**config.mk**
```make
export PLATFORM = sky130hd
export DESIGN_NAME = muldiv_control
export DESIGN_NICKNAME = d
export VERILOG_FILES = /design/src/rtl/muldiv_pkg.sv /design/src/rtl/muldiv_iter_cnt.sv /design/src/rtl/muldiv_control.sv
export SDC_FILE = /design/constraint.sdc
export NUM_CORES = 1
export LEC_CHECK = 0
export ABC_AREA = 0
export CAP_MARGIN = 25
export CORE_UTILIZATION = 40
export CTS_CLUSTER_SIZE = 30
export DETAILED_ROUTE_END_ITERATION = 8
export PLACE_DENSITY = 0.76
export SLEW_MARGIN = 40
export SYNTH_ARGS = -nofsm -noshare
export SYNTH_HDL_FRONTEND = slang
export SYNTH_SLANG_ARGS = --single-unit
export TNS_END_PERCENT = 20
```
**constraint.sdc**
```tcl
create_clock -name clk -period 1.8 [get_ports clk]
set_input_delay 0.36 -clock clk [delete_from_list [all_inputs] [get_ports clk]]
set_output_delay 0.36 -clock clk [all_outputs]
set_load 0.005 [all_outputs]
```
**src/rtl/muldiv_pkg.sv**
```systemverilog
// Shared types and constants for the shift-add multiply / restoring divide sequencer.
package muldiv_pkg;

   typedef enum logic [2:0] {
      ST_IDLE    = 3'd0,
      ST_LOAD    = 3'd1,
      ST_OP      = 3'd2,
      ST_CHECK   = 3'd3,
      ST_RESTORE = 3'd4,
      ST_SHIFT   = 3'd5,
      ST_DONE    = 3'd6
   } state_e;

   localparam logic [5:0] ALU_NOP = 6'd0;
   localparam logic [5:0] ALU_ADD = 6'd27;
   localparam logic [5:0] ALU_SUB = 6'd34;

   localparam logic MODE_MUL = 1'b0;
   localparam logic MODE_DIV = 1'b1;

endpackage

```
**src/rtl/muldiv_iter_cnt.sv**
```systemverilog
// Iteration counter: clear, saturating increment, and a flag on the final iteration.
module muldiv_iter_cnt #(
   parameter int WIDTH = 32,
   parameter int CNT_W = $clog2(WIDTH + 1)
) (
   input  logic clk,
   input  logic reset,
   input  logic clr,
   input  logic inc,
   output logic last
);

   localparam logic [CNT_W-1:0] LAST_CNT = CNT_W'(WIDTH - 1);
   localparam logic [CNT_W-1:0] CNT_MAX  = '1;

   logic [CNT_W-1:0] count_d, count_q;

   always_comb begin
      count_d = count_q;
      if (clr) begin
         count_d = '0;
      end else if (inc && (count_q != CNT_MAX)) begin
         count_d = count_q + CNT_W'(1);
      end
   end

   always_ff @(posedge clk) begin
      if (reset) begin
         count_q <= '0;
      end else begin
         count_q <= count_d;
      end
   end

   // true while the iteration in flight is the last one, i.e. count+1 == WIDTH
   assign last = (count_q == LAST_CNT);

endmodule

```
**src/rtl/muldiv_control.sv**
```systemverilog
// Sequencer for the iterative multiply / restoring divide datapath.
// Optional busy-cycle counter output enabled by defining MULDIV_CYCLE_CNT_EN.
//
// state   | meaning
// IDLE    | waiting for run, counter held clear
// LOAD    | operands written into datapath
// OP      | add (mul, lsb=1) / nop (mul, lsb=0) / subtract (div) into remainder
// CHECK   | divide: inspect remainder sign after trial subtraction
// RESTORE | divide: add divisor back after a negative trial
// SHIFT   | shift datapath, quotient bit presented, iteration counted
// DONE    | ready held until the next run
module muldiv_control
   import muldiv_pkg::*;
#(
   parameter int WIDTH = 32,
   parameter int CNT_W = $clog2(WIDTH + 1)
) (
   input  logic       clk,
   input  logic       reset,
   input  logic       run,
   input  logic       mode,
   input  logic       lsb,
   input  logic       rem_sign,
   output logic       ready,
   output logic       busy,
   output logic       wrctrl,
   output logic       strctrl,
   output logic [5:0] addctrl,
   output logic       qbit
`ifdef MULDIV_CYCLE_CNT_EN
   ,
   output logic [15:0] cycles
`endif
);

   state_e state_d, state_q;
   logic   mode_d, mode_q;
   logic   qbit_d, qbit_q;
   logic   cnt_clr, cnt_inc, cnt_last;

   muldiv_iter_cnt #(
      .WIDTH (WIDTH),
      .CNT_W (CNT_W)
   ) u_iter_cnt (
      .clk   (clk),
      .reset (reset),
      .clr   (cnt_clr),
      .inc   (cnt_inc),
      .last  (cnt_last)
   );

   always_comb begin
      state_d = state_q;
      mode_d  = mode_q;
      qbit_d  = qbit_q;
      cnt_clr = 1'b0;
      cnt_inc = 1'b0;
      ready   = 1'b0;
      busy    = 1'b0;
      wrctrl  = 1'b0;
      strctrl = 1'b0;
      addctrl = ALU_NOP;
      qbit    = 1'b0;
      case (state_q)
         ST_IDLE: begin
            cnt_clr = 1'b1;
            if (run) begin
               state_d = ST_LOAD;
               mode_d  = mode;
            end
         end
         ST_LOAD: begin
            busy    = 1'b1;
            wrctrl  = 1'b1;
            qbit_d  = 1'b0;
            state_d = ST_OP;
         end
         ST_OP: begin
            busy    = 1'b1;
            strctrl = 1'b1;
            if (mode_q == MODE_DIV) begin
               addctrl = ALU_SUB;
               state_d = ST_CHECK;
            end else begin
               // NOP still strobes so the register is rewritten unchanged
               addctrl = lsb ? ALU_ADD : ALU_NOP;
               state_d = ST_SHIFT;
            end
         end
         ST_CHECK: begin
            busy = 1'b1;
            if (rem_sign) begin
               state_d = ST_RESTORE;
            end else begin
               qbit_d  = 1'b1;
               state_d = ST_SHIFT;
            end
         end
         ST_RESTORE: begin
            busy    = 1'b1;
            strctrl = 1'b1;
            addctrl = ALU_ADD;
            qbit_d  = 1'b0;
            state_d = ST_SHIFT;
         end
         ST_SHIFT: begin
            busy    = 1'b1;
            qbit    = (mode_q == MODE_DIV) && qbit_q;
            cnt_inc = 1'b1;
            state_d = cnt_last ? ST_DONE : ST_OP;
         end
         ST_DONE: begin
            ready = 1'b1;
            if (run) begin
               state_d = ST_LOAD;
               mode_d  = mode;
               cnt_clr = 1'b1;
            end
         end
         default: begin
            state_d = ST_IDLE;
         end
      endcase
   end

   always_ff @(posedge clk) begin
      if (reset) begin
         state_q <= ST_IDLE;
         mode_q  <= MODE_MUL;
         qbit_q  <= 1'b0;
      end else begin
         state_q <= state_d;
         mode_q  <= mode_d;
         qbit_q  <= qbit_d;
      end
   end

`ifdef MULDIV_CYCLE_CNT_EN
   logic [15:0] cycles_d, cycles_q;

   // LOAD is only ever entered from IDLE or DONE, so state_d==LOAD marks a new operation
   always_comb begin
      cycles_d = cycles_q;
      if (state_d == ST_LOAD) begin
         cycles_d = 16'd0;
      end else if (busy && (cycles_q != 16'hFFFF)) begin
         cycles_d = cycles_q + 16'd1;
      end
   end

   always_ff @(posedge clk) begin
      if (reset) begin
         cycles_q <= 16'd0;
      end else begin
         cycles_q <= cycles_d;
      end
   end

   assign cycles = cycles_q;
`endif

endmodule

```
==> results of run 1 <==
-- routing by layer --
| layer | wire length [um] | up-vias | GRT usage, % | share of wire, % |
|---|---|---|---|---|
| li1 | - | 395 | - | - |
| met1 | 895 | 353 | 27.0 | 45 |
| met2 | 961 | 24 | 34.6 | 49 |
| met3 | 99 | 2 | 3.92 | 5.0 |
| met4 | 17 | 0 | 8.82 | 0.86 |
| met5 | 0 | - | 0 | 0 |
-- sequential cells by signal, summed over array words and instances (netlist names) --
| name | flops |
|---|---|
| u_iter_cnt.count_q | 6 |
| state_q | 3 |
| mode_q | 1 |
| qbit_q | 1 |
-- Yosys cell counts, types with 2 or more instances --
master	instances	area share (%)
o21ai_0	3	1.9
nand4b_1	4	4.5
nand2_1	7	3.4
nand4_1	2	1.6
mux2i_1	2	2.6
nand3_1	5	3.2
inv_1	2	0.96
a211oi_1	2	1.9
a21oi_1	8	5.1
buf_6	3	4.3
nand2b_1	4	3.2
and3_1	4	3.2
a31oi_1	3	2.4
buf_4	4	3.8
dfxtp_1	11	28
a21o_1	2	1.9
nor2_1	5	2.4
-- critical path: cells and delay by family, from the launching register on --
family        cells  cell delay (ns)
buf+inv           2             0.40
flops             1             0.34
simple gates      2             0.37
-- metrics by stage --
step           utilization, %  cells  area [um2]  total power, mW
2_1_floorplan               -     94         783            0.369
3_3_place_gp             54.7    136         975            0.428
3_5_place_dp             54.7    136         975            0.432
4_1_cts                  57.0    141        1020            0.608
5_1_grt                  57.1    142        1020            0.643
6_report                 57.1    142        1020            0.604
-- cells in the final DEF (no fill, tap or decap), types with 2 or more instances in the layout --
cell and instances:
a211oi_1 2, a21o_1 2, a21oi_1 7, a31oi_1 3
and3_1 4, buf_4 12, clkbuf_4 3, clkdlybuf4s50_1 5
dfxtp_1 8, dfxtp_2 2, dlygate4sd2_1 9, mux2i_1 2
nand2_1 7, nand2b_1 4, nand3_1 5, nand4_1 2
nand4b_1 4, nor2_1 5, o21ai_0 3
-- timing repair --
item / CTS / global route
gates cloned: 0 / 0
endpoints found under the setup margin: 10 / 5
pin swaps: 0 / 1
setup buffers: 1 / 1
resized for setup: 20 / 1
-- area by class of cell --
| class | count | area, um2 |
|---|---|---|
| tap | 25 | 31.3 |
| sequential | 11 | 226 |
| fill | 164 | 764 |
| inverter | 2 | 10.0 |
| clock inverter | 1 | 5.00 |
| clock buffer | 3 | 22.5 |
| multi-input combinational | 72 | 488 |
| timing repair buffer | 28 | 235 |
-- power breakdown --
| group | leakage, nW | total (mW) | internal (mW) | switching (mW) |
|---|---|---|---|---|
| registers | 0.0907 | 0.264 | 0.252 | 0.0123 |
| clock network | 0.0177 | 0.178 | 0.0824 | 0.0955 |
| logic | 0.325 | 0.163 | 0.0879 | 0.0747 |
-- cell families (layout without fill, tap and decap cells) --
kind of cell / Yosys count / count (layout) / share of synthesized area (%)
AND/OR/NAND/NOR: 42 / 42 / 34.5
AO/OA/AOI/OAI: 25 / 25 / 21.4
XOR/XNOR: 1 / 1 / 1.12
flip-flops: 11 / 11 / 28.1
buffers and inverters: 11 / 34 / 10.2
other: 1 / 1 / 0.479
multiplexers: 2 / 2 / 2.56
adder cells (fa/ha/maj): 1 / 1 / 1.60
-- path summary, 6_finish.rpt --
| path | from | end | slack (ns) | cells past startpoint |
|---|---|---|---|---|
| min reg2reg | qbit_q | qbit_q | 0.48 | 2 |
| min | qbit_q | qbit_q | 0.48 | 2 |
| max | state_q[2] | qbit | 0.05 | 4 |
| max reg2reg | u_iter_cnt.count_q[0] | u_iter_cnt.count_q[4] | 0.24 | 4 |
==> results.md, run 1 <==
- Post-CTS Hold Buffers: 0
- Status: finished clean
- IO buf count: 15
- Final TNS setup: 0 ns
- Syn_area_per_cell: 8.33 um2
- Endpoints failing hold: 0
- Critical Path Fanout Max: 6
- Startpoint Class: register
- Pre-antenna DRT Iters: 4
- Nets: 125
- Clk root buf: clkbuf_4
- Fmax: 0.570 GHz
- CTS tree: done
- Clk pin slew, worst setup/hold paths: 0.07 ns
- Die span in x: 46.3 um
- DP Wirelength: 1.38 mm
- GRT Residual Overflow: 0
- Initial antenna violation count: 0
- Area of the die: 2140 um2
- Flops & latches, synth: 11
- CTS max path bufs: 2
- CTS Sinks: 11
- TritonCTS buffer count: 3
- Critical path data arrival time: 1.39 ns
- GPL Wtd Cong: 0.890
- RSZ-0062 raised after global routing: yes
- Total Routing Usage GR: 21.2%
- Crit path required time: 1.44 ns
- Vias in the first global route: 696
- H-tree depth: 1
- First DRT Iteration DRCs: 32
- Total wire length: 1.97 mm
- Std-Cell Rows: 15
- Core Area: 1780 um2
- Die height: 46.3 um
- VDD IR max: 0.515 mV
- Primary FF master, synth: dfxtp_1
- Static leakage: 0.433 nW
- Mapped Nets: 101
- I/O pin cnt: 17
- Pwr per Cell Area: 594 nW/um2
- Setup violators final: 0
- Hold Path Class: reg -> reg
- Fin. max-slew vios: 0
- Post-route ant nets: 0
- CP peak stage delay: 0.34 ns
- Synth-to-layout area growth: 30.0%
- Max-Cap Viols: 0
- Worst Slack Setup Final: 0.0453 ns
- Share of post-route cells with drive strength above 1: 24.8%
- Hold_ws: 0.476 ns
- Syn Std Cell Area: 783 um2
- EDFF count, synth: 0
- Crit-path cells: buf_4, and3b_1, and3_1, dlygate4sd2_1
- Residual DRC: 0
- Pin count of the biggest net entering global routing: 9
- Setup Skew: 0.00699 ns
- CP Class: reg -> out
- Final worst-path cycle share: 97.5%
- Starting density of the core: 43.9%
- Post-synthesis instance total: 94
- Clk Latency, worst-skew pair: 0.28 ns
- Worst setup EP type: output pin
- Antenna diodes: 0
- DP Worst Slack: -0.232 ns
- Vias per Instance: 5.45
- Final Critical Period: 1.75 ns
- Vias: 774
- WL per Instance: 13.9 um
- Ys async rst share: 0%
- First-pass GRT wire length: 3.21 mm
- Count of cell types in the netlist: 40
- Yosys warning total: 0
- Crit path max-delay cell type: dfxtp_2
- Register area share after synthesis: 28.1%
Note: power is estimated with default switching activity, not from simulation.
==> run 2, diff against run 1 <==
--- a/config.mk
+++ b/config.mk
@@ -7,10 +7,10 @@
 export LEC_CHECK = 0
 export ABC_AREA = 0
 export CAP_MARGIN = 25
-export CORE_UTILIZATION = 40
+export CORE_UTILIZATION = 35
 export CTS_CLUSTER_SIZE = 30
 export DETAILED_ROUTE_END_ITERATION = 8
-export PLACE_DENSITY = 0.76
+export PLACE_DENSITY = 0.7
 export SLEW_MARGIN = 40
 export SYNTH_ARGS = -nofsm -noshare
 export SYNTH_HDL_FRONTEND = slang
==> run 2 against run 1 <==
Net effect: the run now ends with negative setup slack left; count of clock-buffer cells in the layout unchanged; utilization decreased by 5.3 points; sequential share of layout area decreased by 0.82 points; first-iteration DRC count increased by 16%; combinational power increased by 3%; critical path depth increased by 1; clock skew decreased by 0.00080 ns; non-clock buffer count increased by 4; final area increased by 3.8%; cell count increased by 4.2%; setup slack got worse by 0.046 ns.
==> results.md, run 2 (synthesized netlist as in run 1, its figures left out) <==
- Crit path required time: 1.44 ns (about the same)
- Nets: 129 (+3.2%)
- Vias per Instance: 5.43 (-0.34%)
- Pre-antenna DRT Iters: 4 (unchanged)
- CP peak stage delay: 0.35 ns (about the same)
- GPL Wtd Cong: 0.785 (-12%)
- Max-Cap Viols: 0 (unchanged)
- First DRT Iteration DRCs: 37 (+16%)
- Startpoint Class: register
- Post-CTS Hold Buffers: 0 (unchanged)
- Post-route ant nets: 0 (unchanged)
- Fin. max-slew vios: 0 (unchanged)
- I/O pin cnt: 17 (unchanged)
- Worst r2r dst: u_iter_cnt.count_q[4]
- DP Wirelength: 1.48 mm (+7.4%)
- R2R Setup Slk: 0.24 ns (about the same)
- Worst Slack Setup Final: -0.000859 ns (-0.0462 ns)
- CTS max path bufs: 2 (unchanged)
- Clk Latency, worst-skew pair: 0.27 ns (about the same)
- CP Buf/Inv Count: 2 (unchanged)
- Starting density of the core: 38.4% (-5.6 points)
- Setup Skew: 0.00618 ns (-0.000804 ns)
- Crit. Startpoint: state_q[2]
- Critical Path Stages: 5 (+1)
- Share of post-route cells with drive strength above 1: 26.4% (+1.7 points)
- Reg2reg start: u_iter_cnt.count_q[1]
- Largest regs: u_iter_cnt.count_q: 6 flops, state_q: 3 flops
- TritonCTS buffer count: 3 (unchanged)
- DP Cell Count: 142 (+4.4%)
- Hold Path Class: reg -> reg
- Hold_ws: 0.480 ns (+0.00389 ns)
- Fill cells: 200 (+22%)
- Clk root buf: clkbuf_4
- Total wire length: 1.90 mm (-3.5%)
- RSZ-0062 raised after global routing: yes
- Violated checks: negative setup slack
- Die span in x: 49.3 um (+6.6%)
- DP Worst Slack: -0.235 ns (-0.00255 ns)
- Cell Count, Final, Fillers Out: 148 (+4.2%)
- Std-Cell Rows: 16 (+1)
- Worst setup path end: addctrl[4]
- Critical path data arrival time: 1.44 ns (+0.05 ns)
- First-pass GRT wire length: 3.23 mm (+0.65%)
- Design area: 1060 um2 (+3.8%)
- Status: finished, violations left
- Vias: 804 (+3.9%)
- Crit path max-delay cell type: dfxtp_4
- Area of the die: 2430 um2 (+14%)
- Cells on worst reg2reg path: 4 (unchanged)
- Critical Path Fanout Max: 3 (-3)
- Synth-to-layout area growth: 35.0%
- Final Critical Period: 1.80 ns (+0.0462 ns)
- Final TNS setup: -0.000859 ns (-0.000859 ns)
- Total Routing Usage GR: 16.7% (-4.5 points)
- Fmax: 0.555 GHz (-2.6%)
- CP Class: reg -> out
- Commonest non-fill, non-tap cells in the layout: buf_4 (16), dfxtp_1 (8), a21oi_1 (7), nand2_1 (7), dlygate4sd2_1 (6)
- IO buf count: 15 (unchanged)
- Core Area: 2040 um2 (+15%)
- Die height: 49.3 um (+6.6%)
- Final worst-path cycle share: 100% (+2.6 points)
- CTS Sinks: 11 (unchanged)
- Most common cell after layout, fill and taps aside: buf_4
- Largest register by flop count: u_iter_cnt.count_q
- GRT Residual Overflow: 0 (unchanged)
- VDD IR max: 0.342 mV (-34%)
- Max reg flops: 6 (unchanged)
- CP delay by family, top: buffers and inverters
- Endpoints failing hold: 0 (unchanged)
- Antenna diodes: 0 (unchanged)
- Setup violators final: 1 (+1)
- Crit-path cells: and2b_2, buf_4, nand3_1, a21oi_2, dlygate4sd2_1
- WL per Instance: 12.9 um (-7.5%)
- Initial antenna violation count: 0 (unchanged)
- Vias in the first global route: 745 (+7.0%)
- Residual DRC: 0 (unchanged)
- Worst setup EP type: output pin
- Pin count of the biggest net entering global routing: 10 (+1)
- Static leakage: 0.478 nW (+10%)
- Placement Cell Area: 1010 um2 (+3.3%)
- Pwr per Cell Area: 575 nW/um2 (-3.2%)
- H-tree depth: 1 (unchanged)
- CTS tree: done
- Clk pin slew, worst setup/hold paths: 0.09 ns (+0.02 ns)
## run 2: cell count changes in the layout (fill, tap and decap cells not counted), sizes merged
cell,delta
buf,+4
dlygate4sd2,-3
dlymetal6s2s,+2
clkdlybuf4s15,+1
## run 2: power by group
group / switching, mW / leakage, nW / internal (mW) / total [mW]
Sequential: 0.00964 / 0.0907 / 0.251 / 0.261
Clock: 0.0965 / 0.0177 / 0.0822 / 0.179
Combinational: 0.0742 / 0.370 / 0.0938 / 0.168
Total: 0.180 / 0.478 / 0.427 / 0.608
## run 2: how the worst min path moves through the flow
stage	from	endpoint	slack, ns	cells past startpoint
finish	qbit_q	qbit_q	0.48	2
global route	qbit_q	qbit_q	0.50	2
CTS	qbit_q	qbit_q	0.49	2
detailed placement	qbit_q	qbit_q	0.48	2
global placement	qbit_q	qbit_q	0.46	2
floorplan	qbit_q	qbit_q	0.45	2
## run 2: layout make-up
type	instances	area, um2	area share (%)
Clock buffer	3	22.5	2.13
Inverter	2	7.51	0.710
Tap cell	27	33.8	3.20
Timing Repair Buffer	32	274	25.9
Multi-Input combinational cell	72	488	46.2
Clock inverter	1	5.00	0.473
Sequential cell	11	226	21.4
## run 2: what timing repair did
item | 4_1_cts | 5_1_grt
buffers inserted | 0 | 2
pin swaps | 1 | 0
gates resized for setup | 13 | 7
endpoints found under the setup margin | 10 | 9
## run 2: stage by stage
stage	util, %	power, mW
after floorplan	-	0.369
after global placement	49.3	0.436
after detailed placement	49.3	0.439
after CTS	50.6	0.606
after global routing	51.8	0.641
final	51.8	0.608
## run 2: worst min-delay path, delay by kind of cell (launching register included)
kind | cells | cell delay (ns)
DFF | 1 | 0.33
and+or+nand+nor | 1 | 0.06
AOI/OAI and AO/OA | 1 | 0.06
## run 2: routing by layer
metal  GRT usage, %  routed length [um]  up-vias
li1               -                   -      398
met1           21.6                 838      386
met2           27.9                 978       18
met3           2.18                  70        2
met4           5.88                  14        0
met5              0                   0        -
